File: config.mk
export PLATFORM = sky130hd
export DESIGN_NAME = detect_sched_flat
export DESIGN_NICKNAME = d
export VERILOG_FILES = /design/src/rtl/detect_sched_if.sv /design/src/rtl/detect_sched.sv /design/src/flat_wrapper.sv
export SDC_FILE = /design/constraint.sdc
export NUM_CORES = 1
export LEC_CHECK = 0
export ABC_AREA = 1
export BUFFER_PORTS_ARGS = -buffer_cell sky130_fd_sc_hd__buf_4
export CAP_MARGIN = 20
export CORE_ASPECT_RATIO = 1.25
export CORE_UTILIZATION = 57
export CTS_BUF_LIST = sky130_fd_sc_hd__clkbuf_4 sky130_fd_sc_hd__clkbuf_8 sky130_fd_sc_hd__clkbuf_16
export CTS_CLUSTER_DIAMETER = 50
export DETAILED_ROUTE_END_ITERATION = 10
export PLACE_DENSITY = 0.85
export SLEW_MARGIN = 40
export SYNTH_ARGS = -nofsm -noshare
export SYNTH_HDL_FRONTEND = slang
export SYNTH_SLANG_ARGS = --single-unit
File: constraint.sdc
create_clock -name clk -period 2.75 [get_ports clk]
set_input_delay 0.6875 -clock clk [delete_from_list [all_inputs] [get_ports clk]]
set_output_delay 0.6875 -clock clk [all_outputs]
set_load 0.05 [all_outputs]
File: src/rtl/detect_sched_if.sv
// ---------------------------------------------------------------------------
// detect_sched_if
// Requester-side bus of the detect_sched round-robin scheduler.
//
// Signals
//   req       N     per-requester job request (level)
//   data      N*W   requester i word at data[i*W +: W]
//   gnt       N     one-hot grant, high for the whole job
//   done      1     one-cycle job-complete pulse
//   done_id   IW    index of the completed requester
//   hit_cnt   CW    detector hits counted in the last job
//   first_hit 1     (HIT_POS_EN only) any hit occurred in the last job
//   first_pos PW    (HIT_POS_EN only) SHIFT cycle index of the earliest hit
//
// Modports
//   master : the requester side, drives req/data
//   slave  : the scheduler, drives grant and completion signals
//
// Optional feature macro: HIT_POS_EN
// ---------------------------------------------------------------------------
interface detect_sched_if #(
    parameter int N  = 4,
    parameter int IW = 2,
    parameter int W  = 8,
    parameter int CW = 4,
    parameter int PW = (W > 1) ? $clog2(W) : 1
);
    logic [N-1:0]   req;
    logic [N*W-1:0] data;
    logic [N-1:0]   gnt;
    logic           done;
    logic [IW-1:0]  done_id;
    logic [CW-1:0]  hit_cnt;
`ifdef HIT_POS_EN
    logic           first_hit;
    logic [PW-1:0]  first_pos;

    modport master (
        output req, data,
        input  gnt, done, done_id, hit_cnt, first_hit, first_pos
    );

    modport slave (
        input  req, data,
        output gnt, done, done_id, hit_cnt, first_hit, first_pos
    );
`else
    modport master (
        output req, data,
        input  gnt, done, done_id, hit_cnt
    );

    modport slave (
        input  req, data,
        output gnt, done, done_id, hit_cnt
    );
`endif
endinterface

File: src/rtl/detect_sched.sv
// ---------------------------------------------------------------------------
// detect_sched
// Round-robin scheduler that shares one bit-serial Mealy sequence detector
// between N requesters. A granted requester's W-bit word is captured, the
// detector is cleared, the word is streamed MSB-first on fsm_x and the hits
// reported on fsm_y are counted. Each job ends with a done pulse carrying the
// requester id and the hit count.
//
// Ports
//   clk       in   1    clock, rising edge
//   nrst      in   1    asynchronous active-low reset
//   bus       slave modport of detect_sched_if (req, data, gnt, done,
//                  done_id, hit_cnt, and first_hit/first_pos with HIT_POS_EN)
//   fsm_x     out  1    serial bit to the detector
//   fsm_y     in   1    detector Mealy output (combinational from fsm_x)
//   fsm_nrst  out  1    detector reset, active low
//
// Optional feature macro: HIT_POS_EN (adds first_hit / first_pos tracking)
// ---------------------------------------------------------------------------
module detect_sched #(
    parameter int N  = 4,
    parameter int IW = 2,
    parameter int W  = 8,
    parameter int CW = 4
) (
    input  logic           clk,
    input  logic           nrst,
    detect_sched_if.slave  bus,
    output logic           fsm_x,
    input  logic           fsm_y,
    output logic           fsm_nrst
);

    localparam int BW = (W > 1) ? $clog2(W) : 1;

    typedef enum logic [1:0] {
        IDLE  = 2'd0,
        CLR   = 2'd1,
        SHIFT = 2'd2,
        DONE  = 2'd3
    } state_t;

    state_t         state;
    logic [IW-1:0]  ptr;
    logic [IW-1:0]  gid;
    logic [BW-1:0]  bitcnt;
    logic [W-1:0]   shreg;

    logic           found;
    logic [IW-1:0]  sel;
    logic [IW-1:0]  cand;
    logic [IW-1:0]  nextptr;

    // Round-robin pick: walk the requesters starting at the pointer and
    // wrapping past N-1 back to 0; the first active request wins. There is
    // no fixed priority, only the rotating start point.
    always_comb begin
        found = 1'b0;
        sel   = '0;
        cand  = '0;
        for (int i = 0; i < N; i++) begin
            cand = IW'((int'(ptr) + i) % N);
            if (!found && bus.req[cand]) begin
                found = 1'b1;
                sel   = cand;
            end
        end
    end

    // After a job the search restarts just past the requester that was
    // served, so a requester that keeps asking goes to the back of the line.
    always_comb begin
        nextptr = (gid == IW'(N - 1)) ? '0 : gid + 1'b1;
    end

    // Job sequencer. Every output is a register: the word is captured at
    // grant, the detector is held in reset for one CLR cycle, then W SHIFT
    // cycles present one bit each while fsm_y is sampled at the closing edge
    // of each cycle. The final SHIFT edge raises done and drops the grant at
    // once, so the DONE cycle is the single cycle carrying the done pulse.
    always_ff @(posedge clk or negedge nrst) begin
        if (!nrst) begin
            state        <= IDLE;
            ptr          <= '0;
            gid          <= '0;
            bitcnt       <= '0;
            shreg        <= '0;
            fsm_x        <= 1'b0;
            fsm_nrst     <= 1'b0;
            bus.gnt      <= '0;
            bus.done     <= 1'b0;
            bus.done_id  <= '0;
            bus.hit_cnt  <= '0;
`ifdef HIT_POS_EN
            bus.first_hit <= 1'b0;
            bus.first_pos <= '0;
`endif
        end else begin
            bus.done <= 1'b0;
            case (state)
                IDLE: begin
                    fsm_nrst <= 1'b0;
                    fsm_x    <= 1'b0;
                    if (found) begin
                        bus.gnt     <= N'(1) << sel;
                        gid         <= sel;
                        shreg       <= bus.data[int'(sel)*W +: W];
                        bus.hit_cnt <= '0;
`ifdef HIT_POS_EN
                        bus.first_hit <= 1'b0;
                        bus.first_pos <= '0;
`endif
                        state       <= CLR;
                    end
                end
                CLR: begin
                    // Detector has been reset for a full cycle; release it
                    // together with the MSB of the captured word.
                    fsm_nrst <= 1'b1;
                    fsm_x    <= shreg[W-1];
                    shreg    <= shreg << 1;
                    bitcnt   <= '0;
                    state    <= SHIFT;
                end
                SHIFT: begin
                    if (fsm_y) begin
                        bus.hit_cnt <= bus.hit_cnt + 1'b1;
                    end
`ifdef HIT_POS_EN
                    if (fsm_y && !bus.first_hit) begin
                        bus.first_hit <= 1'b1;
                        bus.first_pos <= bitcnt;
                    end
`endif
                    if (bitcnt == BW'(W - 1)) begin
                        fsm_nrst    <= 1'b0;
                        fsm_x       <= 1'b0;
                        bus.gnt     <= '0;
                        bus.done    <= 1'b1;
                        bus.done_id <= gid;
                        ptr         <= nextptr;
                        state       <= DONE;
                    end else begin
                        fsm_x  <= shreg[W-1];
                        shreg  <= shreg << 1;
                        bitcnt <= bitcnt + 1'b1;
                    end
                end
                DONE: begin
                    state <= IDLE;
                end
                default: begin
                    state <= IDLE;
                end
            endcase
        end
    end

endmodule

File: src/flat_wrapper.sv
// flat-port wrapper written by rule: the top's interface ports become plain ports
module detect_sched_flat 
#(
    parameter int N  = 4,
    parameter int IW = 2,
    parameter int W  = 8,
    parameter int CW = 4
)
  (clk, nrst, fsm_x, fsm_y, fsm_nrst, bus_req, bus_data, bus_gnt, bus_done, bus_done_id, bus_hit_cnt);
  detect_sched_if #(.N(N), .IW(IW), .W(W), .CW(CW)) bus_i ();
  input  logic clk;
  input  logic nrst;
  output logic fsm_x;
  input  logic fsm_y;
  output logic fsm_nrst;
  input wire logic [$bits(bus_i.req)-1:0] bus_req;
  input wire logic [$bits(bus_i.data)-1:0] bus_data;
  output wire logic [$bits(bus_i.gnt)-1:0] bus_gnt;
  output wire logic [$bits(bus_i.done)-1:0] bus_done;
  output wire logic [$bits(bus_i.done_id)-1:0] bus_done_id;
  output wire logic [$bits(bus_i.hit_cnt)-1:0] bus_hit_cnt;
  assign bus_i.req = bus_req;
  assign bus_i.data = bus_data;
  assign bus_gnt = bus_i.gnt;
  assign bus_done = bus_i.done;
  assign bus_done_id = bus_i.done_id;
  assign bus_hit_cnt = bus_i.hit_cnt;
  detect_sched #(.N(N), .IW(IW), .W(W), .CW(CW)) u_core (.clk(clk), .nrst(nrst), .bus(bus_i), .fsm_x(fsm_x), .fsm_y(fsm_y), .fsm_nrst(fsm_nrst));
endmodule
==> results.md, run 1 <==
- Status: complete, no violations
- Drt wl/cell: 12.6 um
- Main synth FF type: dfrtp_1
- ANT cells: 0
- Crit. End Element: flop
- Most frequent cells after synthesis: nand2_1, dfrtp_1, nand3_1, inv_1, nor2_1
- Post-CTS setup buffers: 0
- Slew @ Worst Pin: 0.490 ns
- Max Slew Vio Count: 0
- FFs w/ async S/R, synth: 100%
- Fin crit period: about 2.3 ns
- Iter 0 DRT Violations: 46
- Routed WL: ~4500 um
- Number of global-route vias before repair: 1685
- Vert. Die Dim: 67.9 um
- R2R depth: 11
- CP max-delay cell: dfrtp_1
- RSZ-0062 raised after global routing: no
- Post-Synth Adder-Cell Area: 5.05%
- Skew-Pair Late Insertion Delay: approximately 0.29 ns
- Final number of hold-violating endpoints: 0
- Leakage power: 0.00133 uW
- Rows: 23
- MaxCap Viol Count: 0
- Gr ovfl total: 0
- Root Driver: clkbuf_8
- Worst path max stage delay: a little over 0.6 ns
- Post-Synth XOR/XNOR Area: 0.883%
- Synth Warn #: 0
- Power per cell area: 910 nW/um^2
- Multiplexer share of the synthesized area: 0%
- Worst-path maximum fanout: 20
- Vias: 1916
- Worst EP arrival: 2.48 ns
- Hpwl dp: 3460 um
- # hold bufs at CTS: 0
- Number of flops mapped to enable cells by yosys: 0
- # port buffers: 51
- First-pass GRT wire length: about 7200 um
- Initial Utilization: 61.0%
- Slew margin rel.: about two thirds
- Combinational family with the most area after synthesis: simple AND/OR/NAND/NOR gates
- Post-cts resize count: 0
- Endpoints failing setup: 0
- Final Net Count: 367
- GRT Overall Usage: 27.2%
- VDD IR max: 0.000798 V
- Placeable core area: 3250 um^2
- Part of the Yosys area used for sequential elements: a little under two fifths
- Syn Nets: 315
- Crit Reg-Reg Startpoint: u_core.ptr[0]
- Simple-gate area share of the yosys netlist: between 30% and 40%
- Syn Std Cell Area: 1980 um^2
- Crit-path cells: nand2_1 > nand3_1 > nand2_1 > nor2_4 > nand4_2 > nand2_2 > inv_2 > nand2_1 > nand4_1 > nand2_1 > nand2_1
- Final ANT Viol Nets: 0
- Synth area leaders: dfrtp_1, nand2_1, nand3_1, ha_1, inv_1
- Critical Path Start Type: flop
- Clk sinks: 30
- Area added between synthesis and finish: 23.8%
- Routability congestion estimate: 0.877
- CP Class: reg2reg
- Router iterations before antenna repair: 4
- Fin crit share: 83.6%
- Initial antenna violation count: 0
- Clock transition at the registers of the reported paths: 0.06 ns
- Netlist cell types: 29
- Clock skew: 0.00528 ns
- Critical path's most frequent cell: nand2_1
- Ports: between 50 and 60
- # DRC: 0
- Syn Area/Cell: 7.40 um^2
- Most numerous cell in the Yosys netlist: nand2_1
- Die ar.: roughly 3700 um^2
- Setup tns final: 0 ns
- Die width: 54.8 um
- Synthesis-stage register bit count: 30
- Htree depth: 2
- Gate Count Post-Synth: around 270
- Synth Area in Compound Gates: 9.21%
- Min Hold Slack: 0.315 ns
- Hold Crit Class: in2async
- Largest net degree at the start of global routing: 31
- Vias per inst: 5.35
- Num CTS Buffers: 5
- Share of the synthesized area in the top cell type: 37.9%
- CTS tree: built
- WP data required: a little under 3 ns
- Share of cells above drive strength 1: 24.9%
- Post-synth top area cell: dfrtp_1
- CTS Buffer Depth: 2
- Core Util, Final: 75.5%
- Reg2reg setup slack: 0.45 ns
- Max frequency: ~430 MHz
- Reg-to-Reg End: u_core.shreg[4]
[power breakdown]
part | switching (uW) | internal [uW]
clock | 174 | 201
combinational | 749 | 403
sequential | 110 | 600
[layout by cell type, fill, tap and decap left out, types with 2 or more instances in the layout]
master    count
nand2_2       6
o31ai_1       4
dfrtp_1      30
nor2_4        2
o21ai_0      10
nand3_1      28
nand2_1      92
o21bai_1      4
a22o_1        2
nand4_1      12
nor2_2        3
nor2_1       20
inv_2         2
a21oi_1       4
nand3_2       3
inv_1        21
a32o_1        2
buf_4        52
clkbuf_8      6
ha_1          8
[cell families after synthesis]
group,Yosys count
AOI/OAI and AO/OA,28
xor gates and xnor gates,2
adders and majority gates,8
buffers and inverters,31
DFF,30
and+or+nand+nor,169
[area by class of cell]
class | instances | area [um^2]
Clock buffer | 6 | 82.6
Clock inverter | 2 | 12.5
Fill cell | 266 | 796
Inverter | 24 | 97.6
Multi-Input combinational cell | 207 | 1080
Sequential cell | 30 | 751
Tap cell | 37 | 46.3
Timing Repair Buffer | 52 | 390
[critical path, delay by kind of cell (launching register included)]
family | cells | cell delay [ns]
DFF | 1 | 0.62
and+or+nand+nor | 10 | 1.44
buffers and inverters | 1 | 0.12
[through the flow]
step / area (um^2) / worst slack [ns] / cells / total power, uW
after floorplan: 1980 / 0.768 / 268 / 1560
after global placement: 2360 / 0.326 / 350 / 1830
after CTS: 2460 / 0.459 / 358 / 2240
after detailed placement: 2360 / 0.275 / 350 / 1860
final: 2460 / 0.450 / 358 / 2240
after global routing: 2460 / 0.227 / 358 / 2420
[registers in the layout, indices dropped and copies added (netlist names)]
name and count:
u_core.shreg 8, u_core.bus.gnt 4, u_core.bus.hit_cnt 4, u_core.bitcnt 3, u_core.bus.done_id 2, u_core.gid 2
u_core.ptr 2, u_core.state 2, u_core.bus.done 1, u_core.fsm_nrst 1, u_core.fsm_x 1
[routing by layer]
layer,GRT usage [%],vias up,share of wire [%]
met4,9.29,0,1.4
met2,45.5,39,50
li1,-,987,-
met5,0,-,0
met3,8.00,8,4.0
met1,32.3,882,45
[worst max path at each step]
stage | start | to | cells past startpoint
after floorplan | bus_req[3] | u_core.shreg[2] | 13
after global placement | bus_req[1] | u_core.shreg[4] | 13
after detailed placement | bus_req[1] | u_core.shreg[4] | 13
after CTS | u_core.ptr[0] | u_core.shreg[4] | 11
after global routing | u_core.ptr[0] | u_core.shreg[5] | 11
final | u_core.ptr[0] | u_core.shreg[4] | 11
Note: power is estimated with default switching activity, not from simulation.
==> run 2, diff against run 1 <==
Settings changed: ABC_AREA 1 to 0, CORE_UTILIZATION 57 to 46, PLACE_DENSITY 0.85 to 0.75.
Clock period 2.75 ns to 2 ns, I/O delays scaled along.
==> run 2 against run 1 <==
Compared with the run above: the run now ends with design-rule violations left; flip-flop and latch count did not move; sequential power rose by 36%; sequential share of layout area rose by 1.9 points; hold slack got worse by 0.17 ns.
==> results.md, run 2 <==
- Status: finished, violations left
- Failing checks: design-rule violations
- Fin crit period: 1.83 ns (-0.468 ns)
- CP max-delay cell: dfrtp_1
- Clock skew: 0.00312 ns (-0.00216 ns)
- Cell area after layout: 2310 um^2 (-5.9%)
- Max Slew Vio Count: 0 (unchanged)
- Top flop regs: u_core.shreg (8), u_core.bus.gnt (4), u_core.bus.hit_cnt (4)
- # port buffers: 51 (unchanged)
- Router iterations before antenna repair: 7 (+3)
- Critical path's most frequent cell: ha_1
- Clk sinks: 30 (unchanged)
- Cell Area, Placed: 2220 um^2 (-6.1%)
- First-pass GRT wire length: 7050 um (-1.9%)
- Ports: 52 (unchanged)
- Crit. End Element: flop
- Area added between synthesis and finish: 29.9%
- Die ar.: 4120 um^2 (+11%)
- Largest reg by FF count: u_core.shreg
- Number of global-route vias before repair: 1527 (-9.4%)
- Vias: 1594 (-17%)
- MaxCap Viol Count: 0 (unchanged)
- VDD IR max: 0.000547 V (-31%)
- Leakage power: 0.00109 uW (-18%)
- RSZ-0062 raised after global routing: no
- Gate Count Post-Synth: 176 (-34%)
- R2R depth: 6 (-5)
- Netlist cell types: 44 (+52%)
- ANT cells: 0 (unchanged)
- Routed WL: 4190 um (-7.3%)
- WP data required: 2.15 ns (-0.78 ns)
- Crit Reg-Reg Startpoint: u_core.bitcnt[1]
- Placeable core area: 3600 um^2 (+11%)
- Worst-path maximum fanout: 8 (-60%)
- Syn Std Cell Area: 1780 um^2 (-10%)
- Final number of hold-violating endpoints: 0 (unchanged)
- Drt wl/cell: 15.6 um (+24%)
- Number of flops mapped to enable cells by yosys: 0 (unchanged)
- Slew @ Worst Pin: 0.668 ns (+0.178 ns)
- Part of the Yosys area used for sequential elements: 42.2% (+4.3 points)
- Reg-to-Reg End: u_core.shreg[4]
- Clock transition at the registers of the reported paths: 0.06 ns (about the same)
- Initial Utilization: 49.4% (-12 points)
- Htree depth: 2 (unchanged)
- Main synth FF type: dfrtp_1
- CP Class: reg2reg
- Routability congestion estimate: 0.823 (-6.1%)
- Fin crit share: 91.6% (+8.0 points)
- Synth Warn #: 0 (unchanged)
- Crit path max-delay family: compound AO/OA/AOI/OAI gates
- Hpwl dp: 3170 um (-8.4%)
- Rows: 24 (+4.3%)
- GRT Overall Usage: 22.6% (-4.6 points)
- Final ANT Viol Nets: 0 (unchanged)
- Critical Path Start Type: flop
- Critical path buffer and inverter count: 0 (-1)
- FFs w/ async S/R, synth: 100% (unchanged)
- Share of cells above drive strength 1: 34.9% (+10 points)
- Initial antenna violation count: 0 (unchanged)
- Vert. Die Dim: 71.6 um (+5.3%)
- Vias per inst: 5.95 (+11%)
- Num CTS Buffers: 5 (unchanged)
- Die width: 57.6 um (+5.3%)
- Setup crit start: u_core.bitcnt[1]
- Slew margin rel.: 55.2% (-12 points)
- Synthesis-stage register bit count: 30 (unchanged)
- Iter 0 DRT Violations: 65 (+41%)
- Worst path max stage delay: 0.40 ns (-0.22 ns)
- Share of the synthesized area in the top cell type: 42.2% (+4.3 points)
- Core Util, Final: 64.2% (-11 points)
- Most numerous cell in the Yosys netlist: dfrtp_1
- Setup tns final: 0 ns (unchanged)
- Worst EP arrival: 1.98 ns (-0.50 ns)
- Total Power: 3040 uW (+36%)
- Endpoints failing setup: 0 (unchanged)
- Largest net degree at the start of global routing: 31 (unchanged)
- # DRC: 2 (+2)
- Syn Nets: 223 (-29%)
- Synth area leaders: dfrtp_1, ha_1, mux2_2, a221oi_1, o21ai_0
- Final Net Count: 277 (-25%)
- Syn Area/Cell: 10.1 um^2 (+37%)
- Skew-Pair Late Insertion Delay: 0.28 ns (about the same)
- Root Driver: clkbuf_8
- Power per cell area: 1320 nW/um^2 (+44%)
- Hold Crit Class: in2async
- Gr ovfl total: 0 (unchanged)
- CTS tree: built
- Crit-path cells: ha_1 > ha_1 > a221oi_4 > nand2b_2 > a221oi_1 > a31oi_1
- Max FFs per register: 8 (unchanged)
- CTS Buffer Depth: 2 (unchanged)
- Most frequent cells after synthesis: dfrtp_1, inv_1, o21ai_0, nand3_1
- Post-synth top area cell: dfrtp_1
- Reg2reg setup slack: 0.17 ns (-0.28 ns)
- Most common cell after layout, fill and taps aside: buf_4
- Most frequent cells in the layout: buf_4, dfrtp_1, inv_1, o21ai_0, nand3_1
- Max frequency: 546 MHz (+26%)
[run 2: kinds of logic after synthesis]
family | count (synthesis) | synth area share (%)
AND/OR/NAND/NOR | 49 | 16.4
buffers and inverters | 21 | 5.55
flip-flops | 30 | 42.2
AO/OA/AOI/OAI | 57 | 23.5
XOR/XNOR | 2 | 0.984
adder cells (fa/ha/maj) | 8 | 5.62
multiplexers | 9 | 5.76
[run 2: how the worst max path moves through the flow]
stage / slack (ns) / cells after the start / endpoint
finish: 0.17 / 6 / u_core.shreg[4]
global route: 0.01 / 6 / u_core.shreg[3]
CTS: 0.08 / 6 / u_core.shreg[1]
detailed placement: 0.06 / 6 / u_core.shreg[0]
global placement: 0.02 / 4 / u_core.shreg[7]
floorplan: 0.13 / 7 / u_core.shreg[1]
[run 2: metrics by stage]
step	cells	setup slack [ns]	hold WS [ns]
after global placement	262	0.0222	0.449
after detailed placement	262	0.0564	0.452
final	268	0.168	0.140
after CTS	268	0.0831	0.154
after floorplan	176	0.128	0.204
after global routing	268	0.0112	0.173
[run 2: repair_timing]
| item | CTS | global route |
|---|---|---|
| setup buffers | 0 | 0 |
| gates resized for setup | 0 | 3 |
| hold buffers | 0 | 0 |
| endpoints found under the setup margin | 0 | 8 |
[run 2: final cells by class]
cell class,instances,area (um^2)
clock buffers,6,82.6
fillers,319,1290
inverters,11,41.3
multi-input cells,125,948
flip-flops and latches,30,751
well taps,39,48.8
repair buffers,57,440
[run 2: metal layers]
metal,track usage (%),part of all wire (%)
met1,29.4,43
met2,37.0,51
met4,9.21,2.2
met5,0,0
met3,3.97,4.0
[run 2: power by group]
group | switching [uW] | total [uW] | internal [uW]
Combinational | 940 | 1600 | 656
Sequential | 143 | 966 | 824
Clock | 214 | 479 | 265
Total | 1300 | 3040 | 1740
